**src/rtl/m_mc_pkg.sv**
```systemverilog
// m_mc_pkg -- shared definitions for the multi-cycle controller.
// Holds the controller state encoding (also reported on w_state), the
// RV32 opcode constants the controller dispatches on, the ALU operand /
// ALU operation / result-bus select encodings, and the opcode dispatch
// helper used in DECODE.
package m_mc_pkg;

  typedef enum logic [3:0] {
    S_FETCH  = 4'd0,
    S_DECODE = 4'd1,
    S_MEMADR = 4'd2,
    S_MEMRD  = 4'd3,
    S_MEMWB  = 4'd4,
    S_MEMWR  = 4'd5,
    S_EXECR  = 4'd6,
    S_EXECI  = 4'd7,
    S_ALUWB  = 4'd8,
    S_BRANCH = 4'd9,
    S_JAL    = 4'd10,
    S_JALR   = 4'd11,
    S_LUI    = 4'd12,
    S_AUIPC  = 4'd13,
    S_TRAP   = 4'd14
  } state_t;

  localparam logic [6:0] OP_LOAD   = 7'b0000011;
  localparam logic [6:0] OP_STORE  = 7'b0100011;
  localparam logic [6:0] OP_R      = 7'b0110011;
  localparam logic [6:0] OP_I      = 7'b0010011;
  localparam logic [6:0] OP_BRANCH = 7'b1100011;
  localparam logic [6:0] OP_JAL    = 7'b1101111;
  localparam logic [6:0] OP_JALR   = 7'b1100111;
  localparam logic [6:0] OP_LUI    = 7'b0110111;
  localparam logic [6:0] OP_AUIPC  = 7'b0010111;

  localparam logic [2:0] F3_BEQ = 3'b000;
  localparam logic [2:0] F3_BNE = 3'b001;

  // ALU operand A select
  localparam logic [1:0] SRCA_PC    = 2'b00;
  localparam logic [1:0] SRCA_OLDPC = 2'b01;
  localparam logic [1:0] SRCA_RS1   = 2'b10;

  // ALU operand B select
  localparam logic [1:0] SRCB_RS2  = 2'b00;
  localparam logic [1:0] SRCB_IMM  = 2'b01;
  localparam logic [1:0] SRCB_FOUR = 2'b10;

  // ALU operation
  localparam logic [1:0] ALUOP_ADD   = 2'b00;
  localparam logic [1:0] ALUOP_SUB   = 2'b01;
  localparam logic [1:0] ALUOP_FUNCT = 2'b10;

  // Result bus select
  localparam logic [1:0] RES_ALUREG    = 2'b00;
  localparam logic [1:0] RES_MEMDATA   = 2'b01;
  localparam logic [1:0] RES_ALUDIRECT = 2'b10;

  // State entered from DECODE for a given opcode; anything unknown traps.
  function automatic state_t dispatch(input logic [6:0] opcode);
    case (opcode)
      OP_LOAD, OP_STORE: return S_MEMADR;
      OP_R:              return S_EXECR;
      OP_I:              return S_EXECI;
      OP_BRANCH:         return S_BRANCH;
      OP_JAL:            return S_JAL;
      OP_JALR:           return S_JALR;
      OP_LUI:            return S_LUI;
      OP_AUIPC:          return S_AUIPC;
      default:           return S_TRAP;
    endcase
  endfunction

endpackage

```
**src/rtl/m_mc_branch_eval.sv**
```systemverilog
// m_mc_branch_eval -- conditional branch decision.
// Ports:
//   funct3   in  3  branch kind from the instruction register
//   alu_zero in  1  rs1 - rs2 == 0
//   take     out 1  branch is taken (only BEQ and BNE are supported;
//                   every other funct3 falls through)
module m_mc_branch_eval
  import m_mc_pkg::*;
(
  input  logic [2:0] funct3,
  input  logic       alu_zero,
  output logic       take
);

  always_comb begin
    take = 1'b0;
    case (funct3)
      F3_BEQ:  take = alu_zero;
      F3_BNE:  take = !alu_zero;
      default: take = 1'b0;
    endcase
  end

endmodule

```
**src/rtl/m_mc_controller.sv**
```systemverilog
// m_mc_controller -- control FSM of a multi-cycle RV32 core with one
// unified memory port.
// Ports:
//   w_clk, w_rst (async, active high)
//   w_opcode, w_funct3, w_alu_zero       decode / datapath status
//   w_mem_ready                          memory finishes access this cycle
//   w_mem_req, w_mem_we, w_adr_src       memory request side
//   w_ir_write, w_pc_write, w_reg_write  datapath write enables
//   w_alu_src_a, w_alu_src_b, w_alu_op   ALU steering
//   w_result_src                         result bus select
//   w_state                              current state code (state_t)
//   w_illegal                            sticky unsupported-opcode flag
//   w_cycles, w_retired                  performance counters, present
//                                        only when M_MC_CTRL_PERF_EN is
//                                        defined
// Memory handshake: w_mem_req (with w_mem_we and w_adr_src) is raised by
// the state and held unchanged until the cycle in which w_mem_ready is 1;
// that cycle completes the access and the state advances on the next edge.
// A request is never withdrawn early except by reset.
module m_mc_controller
  import m_mc_pkg::*;
#(
  parameter int PERF_W = 32
) (
  input  logic              w_clk,
  input  logic              w_rst,
  input  logic [6:0]        w_opcode,
  input  logic [2:0]        w_funct3,
  input  logic              w_alu_zero,
  input  logic              w_mem_ready,
  output logic              w_mem_req,
  output logic              w_mem_we,
  output logic              w_adr_src,
  output logic              w_ir_write,
  output logic              w_pc_write,
  output logic              w_reg_write,
  output logic [1:0]        w_alu_src_a,
  output logic [1:0]        w_alu_src_b,
  output logic [1:0]        w_alu_op,
  output logic [1:0]        w_result_src,
  output logic [3:0]        w_state,
`ifdef M_MC_CTRL_PERF_EN
  output logic [PERF_W-1:0] w_cycles,
  output logic [PERF_W-1:0] w_retired,
`endif
  output logic              w_illegal
);

  if (PERF_W < 1) begin : g_bad_perf_w
    $error("PERF_W must be at least 1");
  end

  state_t state, state_next;
  logic   branch_take;

  logic       mem_req, mem_we, adr_src, ir_write, pc_write, reg_write;
  logic [1:0] alu_src_a, alu_src_b, alu_op, result_src;

  m_mc_branch_eval u_branch_eval (
    .funct3   (w_funct3),
    .alu_zero (w_alu_zero),
    .take     (branch_take)
  );

  // State register
  always_ff @(posedge w_clk or posedge w_rst) begin
    if (w_rst) state <= S_FETCH;
    else       state <= state_next;
  end

  // Next-state logic
  always_comb begin
    state_next = state;
    case (state)
      S_FETCH:  if (w_mem_ready) state_next = S_DECODE;
      S_DECODE: state_next = dispatch(w_opcode);
      S_MEMADR: state_next = (w_opcode == OP_STORE) ? S_MEMWR : S_MEMRD;
      S_MEMRD:  if (w_mem_ready) state_next = S_MEMWB;
      S_MEMWR:  if (w_mem_ready) state_next = S_FETCH;
      S_EXECR, S_EXECI: state_next = S_ALUWB;
      S_MEMWB, S_ALUWB, S_BRANCH, S_JAL, S_JALR, S_LUI, S_AUIPC:
        state_next = S_FETCH;
      S_TRAP:   state_next = S_TRAP;
      default:  state_next = S_TRAP;
    endcase
  end

  // Output decode: a function of state only, except the ready-qualified
  // fetch pulses and the branch-taken PC write.
  always_comb begin
    mem_req    = 1'b0;
    mem_we     = 1'b0;
    adr_src    = 1'b0;
    ir_write   = 1'b0;
    pc_write   = 1'b0;
    reg_write  = 1'b0;
    alu_src_a  = SRCA_PC;
    alu_src_b  = SRCB_RS2;
    alu_op     = ALUOP_ADD;
    result_src = RES_ALUREG;
    case (state)
      S_FETCH: begin
        // PC + 4 goes straight from the ALU onto the result bus.
        mem_req    = 1'b1;
        ir_write   = w_mem_ready;
        pc_write   = w_mem_ready;
        alu_src_b  = SRCB_FOUR;
        result_src = RES_ALUDIRECT;
      end
      S_DECODE: begin
        // Branch/JAL target (old PC + imm) is captured in the ALU register.
        alu_src_a = SRCA_OLDPC;
        alu_src_b = SRCB_IMM;
      end
      S_MEMADR: begin
        alu_src_a = SRCA_RS1;
        alu_src_b = SRCB_IMM;
      end
      S_MEMRD: begin
        mem_req = 1'b1;
        adr_src = 1'b1;
      end
      S_MEMWB: begin
        reg_write  = 1'b1;
        result_src = RES_MEMDATA;
      end
      S_MEMWR: begin
        mem_req = 1'b1;
        mem_we  = 1'b1;
        adr_src = 1'b1;
      end
      S_EXECR: begin
        alu_src_a = SRCA_RS1;
        alu_src_b = SRCB_RS2;
        alu_op    = ALUOP_FUNCT;
      end
      S_EXECI: begin
        alu_src_a = SRCA_RS1;
        alu_src_b = SRCB_IMM;
        alu_op    = ALUOP_FUNCT;
      end
      S_ALUWB: begin
        reg_write  = 1'b1;
        result_src = RES_ALUREG;
      end
      S_BRANCH: begin
        // Compare rs1 - rs2; the taken target is already in the ALU register.
        alu_src_a  = SRCA_RS1;
        alu_src_b  = SRCB_RS2;
        alu_op     = ALUOP_SUB;
        pc_write   = branch_take;
        result_src = RES_ALUREG;
      end
      S_JAL: begin
        // Target from the ALU register; rd receives old PC + 4 from the
        // datapath link path in the same cycle.
        pc_write   = 1'b1;
        reg_write  = 1'b1;
        result_src = RES_ALUREG;
      end
      S_JALR: begin
        // Target rs1 + imm computed this cycle; the datapath clears bit 0.
        alu_src_a  = SRCA_RS1;
        alu_src_b  = SRCB_IMM;
        pc_write   = 1'b1;
        reg_write  = 1'b1;
        result_src = RES_ALUDIRECT;
      end
      S_LUI: begin
        reg_write  = 1'b1;
        alu_src_b  = SRCB_IMM;
        result_src = RES_ALUDIRECT;
      end
      S_AUIPC: begin
        // old PC + imm was captured in DECODE.
        reg_write  = 1'b1;
        result_src = RES_ALUREG;
      end
      default: ;
    endcase
  end

  // Reset forces every enable low immediately, abandoning any access.
  assign w_mem_req    = mem_req   & ~w_rst;
  assign w_mem_we     = mem_we    & ~w_rst;
  assign w_ir_write   = ir_write  & ~w_rst;
  assign w_pc_write   = pc_write  & ~w_rst;
  assign w_reg_write  = reg_write & ~w_rst;
  assign w_adr_src    = adr_src;
  assign w_alu_src_a  = alu_src_a;
  assign w_alu_src_b  = alu_src_b;
  assign w_alu_op     = alu_op;
  assign w_result_src = result_src;
  assign w_state      = state;
  // TRAP is absorbing, so the flag stays set until reset.
  assign w_illegal    = (state == S_TRAP);

`ifdef M_MC_CTRL_PERF_EN
  logic [PERF_W-1:0] cycles_q, retired_q;

  always_ff @(posedge w_clk or posedge w_rst) begin
    if (w_rst) begin
      cycles_q  <= '0;
      retired_q <= '0;
    end else begin
      if (state != S_TRAP) cycles_q <= cycles_q + PERF_W'(1);
      // An instruction retires when control returns to FETCH.
      if (state != S_FETCH && state_next == S_FETCH)
        retired_q <= retired_q + PERF_W'(1);
    end
  end

  assign w_cycles  = cycles_q;
  assign w_retired = retired_q;
`endif

endmodule

```
**config.mk**
```make
export PLATFORM = sky130hd
export DESIGN_NAME = m_mc_controller
export DESIGN_NICKNAME = d
export VERILOG_FILES = /design/src/rtl/m_mc_pkg.sv /design/src/rtl/m_mc_branch_eval.sv /design/src/rtl/m_mc_controller.sv
export SDC_FILE = /design/constraint.sdc
export NUM_CORES = 1
export LEC_CHECK = 0
export CORE_MARGIN = 2
export CORE_UTILIZATION = 35
export CTS_BUF_LIST = sky130_fd_sc_hd__clkbuf_16
export DETAILED_ROUTE_END_ITERATION = 7
export GPL_ROUTABILITY_DRIVEN = 0
export PLACE_DENSITY = 0.75
export SLEW_MARGIN = 5
export SYNTH_ARGS = -nofsm -noshare
export SYNTH_HDL_FRONTEND = slang
export SYNTH_SLANG_ARGS = --single-unit
```
**constraint.sdc**
```tcl
create_clock -name w_clk -period 1.2 [get_ports w_clk]
set_input_delay 0.18 -clock w_clk [delete_from_list [all_inputs] [get_ports w_clk]]
set_output_delay 0.18 -clock w_clk [all_outputs]
set_load 0.02 [all_outputs]
```
==> results of run 1 <==
-- layout by cell type (no fill, tap or decap), types with 2 or more instances in the layout --
cell,count
clkbuf_16,3
nor3_2,2
o21ai_2,5
inv_2,2
nor2b_2,3
inv_1,2
nand2_4,2
mux2i_1,2
nand2b_1,3
a21oi_2,3
buf_4,33
nand2_1,7
nor2_4,5
nand2b_4,3
nor3_4,2
a21oi_1,2
buf_6,24
dlygate4sd2_1,6
clkdlybuf4s50_1,7
buf_2,3
dfrtp_2,4
-- tightest hold or removal path, delay by kind of cell --
family / cells / cell delay [ps]
buffers and inverters: 3 / 830
-- final timing paths --
check / slack (ps) / cells after the start / end / start
setup / recovery: -580 / 5 / w_pc_write / w_state[0]
hold / removal: 460 / 3 / w_state[3] / w_rst
setup reg to reg: -340 / 7 / w_state[2] / w_state[1]
hold reg to reg: 670 / 2 / w_state[0] / w_state[3]
max in group asynchronous: 620 / 3 / w_state[2] / w_rst
min in group w_clk: 590 / 3 / w_state[2] / w_opcode[0]
-- timing repair --
| item | CTS | global route |
|---|---|---|
| hold buffers | 0 | 0 |
| endpoints found under the hold margin | 0 | 0 |
| pin swaps | 12 | 5 |
| endpoints found under the setup margin | 23 | 20 |
| resized for setup | 127 | 25 |
| buffers inserted | 7 | 4 |
-- routing by layer --
layer | global-route usage | part of all wire | vias to the layer above
li1 | - | - | 441
met2 | 0.567 | 0.51 | 76
met5 | 0 | 0 | -
met4 | 0.0889 | 0.056 | 0
met1 | 0.369 | 0.38 | 519
met3 | 0.0538 | 0.056 | 24
-- kinds of logic (layout without fill, tap and decap cells) --
| family | Yosys count | in the layout | share of synthesized area |
|---|---|---|---|
| buffers and inverters | 10 | 81 | 0.117 |
| xor gates and xnor gates | 2 | 2 | 0.0272 |
| muxes | 3 | 3 | 0.0486 |
| AOI/OAI and AO/OA | 21 | 21 | 0.243 |
| and+or+nand+nor | 44 | 44 | 0.409 |
| DFF | 4 | 4 | 0.156 |
-- area by class of cell --
cell class	count	area, sq um	area share
clock buffer	3	75.1	0.0465
inverter	4	15.0	0.00930
sequential	4	105	0.0651
multi-input combinational	70	712	0.441
tap	25	31.3	0.0194
timing repair buffer	74	676	0.419
-- through the flow --
step / utilization / power (mW) / cells
6_report: 0.935 / 4.37 / 180
5_1_grt: 0.935 / 4.48 / 180
2_1_floorplan: - / 1.81 / 84
3_5_place_dp: 0.755 / 2.82 / 166
3_3_place_gp: 0.755 / 2.77 / 166
4_1_cts: 0.863 / 3.76 / 176
-- power by group through the flow --
stage / sequential (mW) / clock [mW] / combinational [mW]
floorplan: 0.321 / 0 / 1.49
global route: 0.306 / 0.550 / 3.62
detailed placement: 0.295 / 0 / 2.53
CTS: 0.280 / 0.530 / 2.95
finish: 0.301 / 0.536 / 3.53
global placement: 0.287 / 0 / 2.48
==> impl_metrics.tcl, run 1 <==
set metrics [dict create \
    outcome "finished, violations left" \
    violations "setup timing" \
    critPathBufInv 1 \
    netlist.top_cell.by_area "dfrtp_1" \
    fin_area_sq_um 1610 \
    synth-edff-count 0 \
    yosys_warnings 0 \
    power.density_nw_per_um2 2710 \
    synth_fp_nets 98 \
    cts_made_buffers 3 \
    crit_fanout 6 \
    fmaxAchievable_mhz 562 \
    vias_per_cell 5.89 \
    post-route-period-util 1.48 \
    critPathArrivalTime_ps 1600 \
    seq_area_frac_synth 0.156 \
    dieArea_sq_um 2200 \
    setup-violations-final 20 \
    p_int_mw 2.42 \
    grt_max_degree 13 \
    grt.overflow.total 0 \
    clk_pin_slew_ps 30 \
    clock_sinks 4 \
    p_leak_nw 0.745 \
    tns_ps -6740 \
    wl_microns 3970 \
    cp_slowest_cell "dfrtp_2" \
    avgRoutedWirePerCell_microns 22.0 \
    maxCapViolations 0 \
    ant_nets 0 \
    required_ps 1020 \
    hold_viol_final 0 \
    crit_path_end_kind "output port" \
    vias 1060 \
    criticalPathCategory "register to output port" \
    drc 0 \
    synth_flop_cell "dfrtp_1" \
    antenna_found_initial 0 \
    setup_ws_ps -579 \
    cp_cell_sequence "nor2b_2 > nand2_1 > nor4_1 > o21a_2 > buf_6" \
    start_util 0.372 \
    dpl_cell_area_sq_um 1300 \
    synth.distinct_cells 39 \
    cts_root_buffer "clkbuf_16" \
    synthTopCellsByArea "dfrtp_1 16%, nand2_1 5.8%, nand2b_1 5.8%" \
    post-dp-hpwl_microns 1760 \
    htree_levels 1 \
    die_w_microns 46.9 \
    rows 15 \
    synth_area_per_cell_sq_um 7.66 \
    slowest_delay_ps 410 \
    power_frac_comb 0.808 \
    yosys_register_bits 4 \
    tightestPinTransition_ps 370 \
    swShare 0.445 \
    clk_path_buf_depth 2 \
    fin_nets 171 \
    synth.cell_area_sq_um 643 \
    fin_crit_ps 1780 \
    synth_most_common_cell "nand2_1" \
    critPathTopFamily "simple AND/OR/NAND/NOR gates" \
    whs_ps 459 \
    fillerInstances 63 \
    crit_path_start_kind "register" \
    rsz0062_at_grt "yes" \
    worstHoldPathType "input pin to asynchronous set/reset pin" \
    drtPass1Iterations 4 \
    maxSlewViolCount 0 \
    ir_drop_uv 1710 \
    io_pins 33 \
    syn_to_final_growth_pct 151 \
    antenna_cells 0 \
    ys_top_cells_by_count "10 x nand2_1, 6 x nand2b_1, 6 x nor2_1" \
    cts_tree "built" \
    p_seq_frac 0.069 \
    fp.dieH_microns 46.9 \
    grt_pass1_vias 951 \
    synth_cells 84 \
    netSwitchingPower_mw 1.94 \
    coreArea_sq_um 1730 \
    grt_pass1_wl_microns 4640 \
    final_layout_size_suffix_gt1_frac 0.742 \
    largest_register_ff_count 4 \
    gr-usage-all-layers 0.310 \
    ys_async_sr_fraction 1.00 \
    pre_cts_slack_ps -669 \
    drt_iter0_markers 47 \
    port_buffers 32 \
    p_clk_frac 0.123 \
    slew_headroom 0.753 \
    fin_worst_skew_ps 3.92 \
    insertion_delay_ps 230 \
    netlist.area_leader.share 0.156 \
]
No activity file was read; power rests on OpenSTA's default activity.
==> run 2, diff against run 1 <==
Settings changed: CELL_PAD_IN_SITES_DETAIL_PLACEMENT set to 0, CELL_PAD_IN_SITES_GLOBAL_PLACEMENT set to 1, CORE_UTILIZATION 35 to 24, PLACE_DENSITY 0.75 to not set, PLACE_DENSITY_LB_ADDON set to 0.1.
==> run 2 against run 1 <==
Net effect: the run still ends with setup timing left; clock power decreased by 1%; setup slack gained 120 ps; cell area up 4.1%; combinational power decreased by 5%; critical path type unchanged; clock skew is essentially flat; global-route usage decreased by 14 points; highest routed layer unchanged; core utilization down 26 points; maximum frequency rose by 7.3%; via count down 15%; non-clock buffer count rose by 3.
==> impl_metrics.tcl, run 2 (synthesized netlist as in run 1, its figures left out) <==
set metrics [dict create \
    outcome "finished, violations left" \
    violations "setup timing" \
    setup-violations-final 21 \
    largest_register_ff_count 4 \
    htree_levels 1 \
    io_pins 33 \
    critPathArrivalTime_ps 1480 \
    power.total_mw 4.21 \
    clock_sinks 4 \
    antenna_cells 0 \
    final_common_cell "buf_6" \
    ctsHoldBuffers 0 \
    coreArea_sq_um 2500 \
    die_w_microns 55.8 \
    drtPass1Iterations 4 \
    post-dp-hpwl_microns 1790 \
    avgRoutedWirePerCell_microns 13.6 \
    fmaxAchievable_mhz 603 \
    fin_nets 174 \
    drt_iter0_markers 17 \
    crit_path_start_kind "register" \
    tns_ps -5470 \
    grt_pass1_vias 906 \
    fin_worst_skew_ps 3.53 \
    required_ps 1020 \
    drc 0 \
    fillerInstances 208 \
    syn_to_final_growth_pct 161 \
    post-route-period-util 1.38 \
    ir_drop_uv 1630 \
    crit_fanout 6 \
    dieArea_sq_um 3110 \
    ant_nets 0 \
    vias_per_cell 4.79 \
    rsz0062_at_grt "yes" \
    cts_root_buffer "clkbuf_16" \
    power.density_nw_per_um2 2500 \
    grt_pass1_wl_microns 4200 \
    clk_path_buf_depth 2 \
    wl_microns 2560 \
    hold_viol_final 0 \
    tightestPinTransition_ps 282 \
    antenna_found_initial 0 \
    start_util 0.257 \
    criticalPathCategory "register to output port" \
    final_layout_size_suffix_gt1_frac 0.703 \
    vias 900 \
    p_leak_nw 0.785 \
    fin_crit_ps 1660 \
    layout_common_cells "33 x buf_6, 25 x buf_4, 7 x clkdlybuf4s50_1, 6 x nand2_1" \
    cts_made_buffers 3 \
    setup_ws_ps -459 \
    grt.overflow.total 0 \
    slew_headroom 0.811 \
    fp.dieH_microns 55.8 \
    cts_tree "built" \
    worstHoldPathType "input pin to asynchronous set/reset pin" \
    insertion_delay_ps 230 \
    crit_path_end_kind "output port" \
    maxCapViolations 0 \
    maxSlewViolCount 0 \
    port_buffers 32 \
    clk_pin_slew_ps 30 \
    gr-usage-all-layers 0.168 \
    rows 18 \
    grt_max_degree 8 \
]
## run 2: changes by cell type in the layout (fill, tap and decap cells not counted), moves of 2 or more
| cell | before | now |
|---|---|---|
| buf_6 | 24 | 33 |
| buf_4 | 33 | 25 |
| nor2b_2 | 3 | 1 |
| nor2b_1 | 1 | 3 |
| o21ai_2 | 5 | 3 |
| o21ai_1 | 1 | 3 |
| a21oi_2 | 3 | 1 |
## run 2: what timing repair did
item / in CTS / in global routing
cloned: 1 / 0
resized for setup: 141 / 21
setup endpoints to repair: 23 / 21
pin swaps: 16 / 11
buffers inserted: 8 / 9
hold endpoints to repair: 0 / 0
## run 2: stage by stage
stage / cells / worst slack (ps) / hold slack [ps] / cell area [sq um] / utilization
after global placement: 171 / -654 / 647 / 1310 / 0.524
after CTS: 182 / -488 / 424 / 1580 / 0.631
after detailed placement: 171 / -681 / 646 / 1310 / 0.524
final: 188 / -459 / 419 / 1680 / 0.672
after floorplan: 84 / -419 / -23.1 / 787 / -
after global routing: 188 / -573 / 467 / 1680 / 0.672
## run 2: area by class of cell
class	instances	area [sq um]	share of cell area
repair buffers	77	773	0.460
multi-input cells	70	674	0.401
flip-flops and latches	4	105	0.0625
clock buffers	3	75.1	0.0447
well taps	30	37.5	0.0223
inverters	4	15.0	0.00894
## run 2: power breakdown
group | switching (mW) | internal [mW]
registers | 0.104 | 0.200
logic | 1.46 | 1.91
clock network | 0.103 | 0.427
## run 2: worst paths after layout
check                            start         end  slack (ps)  cells after the start
setup reg to reg            w_state[1]  w_state[2]        -210                      7
setup / recovery            w_state[0]  w_pc_write        -460                      5
max in group asynchronous        w_rst  w_state[2]         660                      3
hold reg to reg             w_state[3]  w_state[0]         770                      3
hold / removal                   w_rst  w_state[0]         420                      3
min in group w_clk         w_opcode[3]  w_state[3]         470                      5
## run 2: routing by layer
metal,track usage,share of wire
met5,0,0
met4,0.0418,0.0070
met1,0.215,0.44
met2,0.291,0.51
met3,0.0279,0.044
## run 2: worst max-delay path, cell delays in order (launching register included)
cell	delay [ps]
dfrtp_2	440
nor3_1	290
nand2_1	90
a21oi_1	150
o21a_2	130
buf_2	150
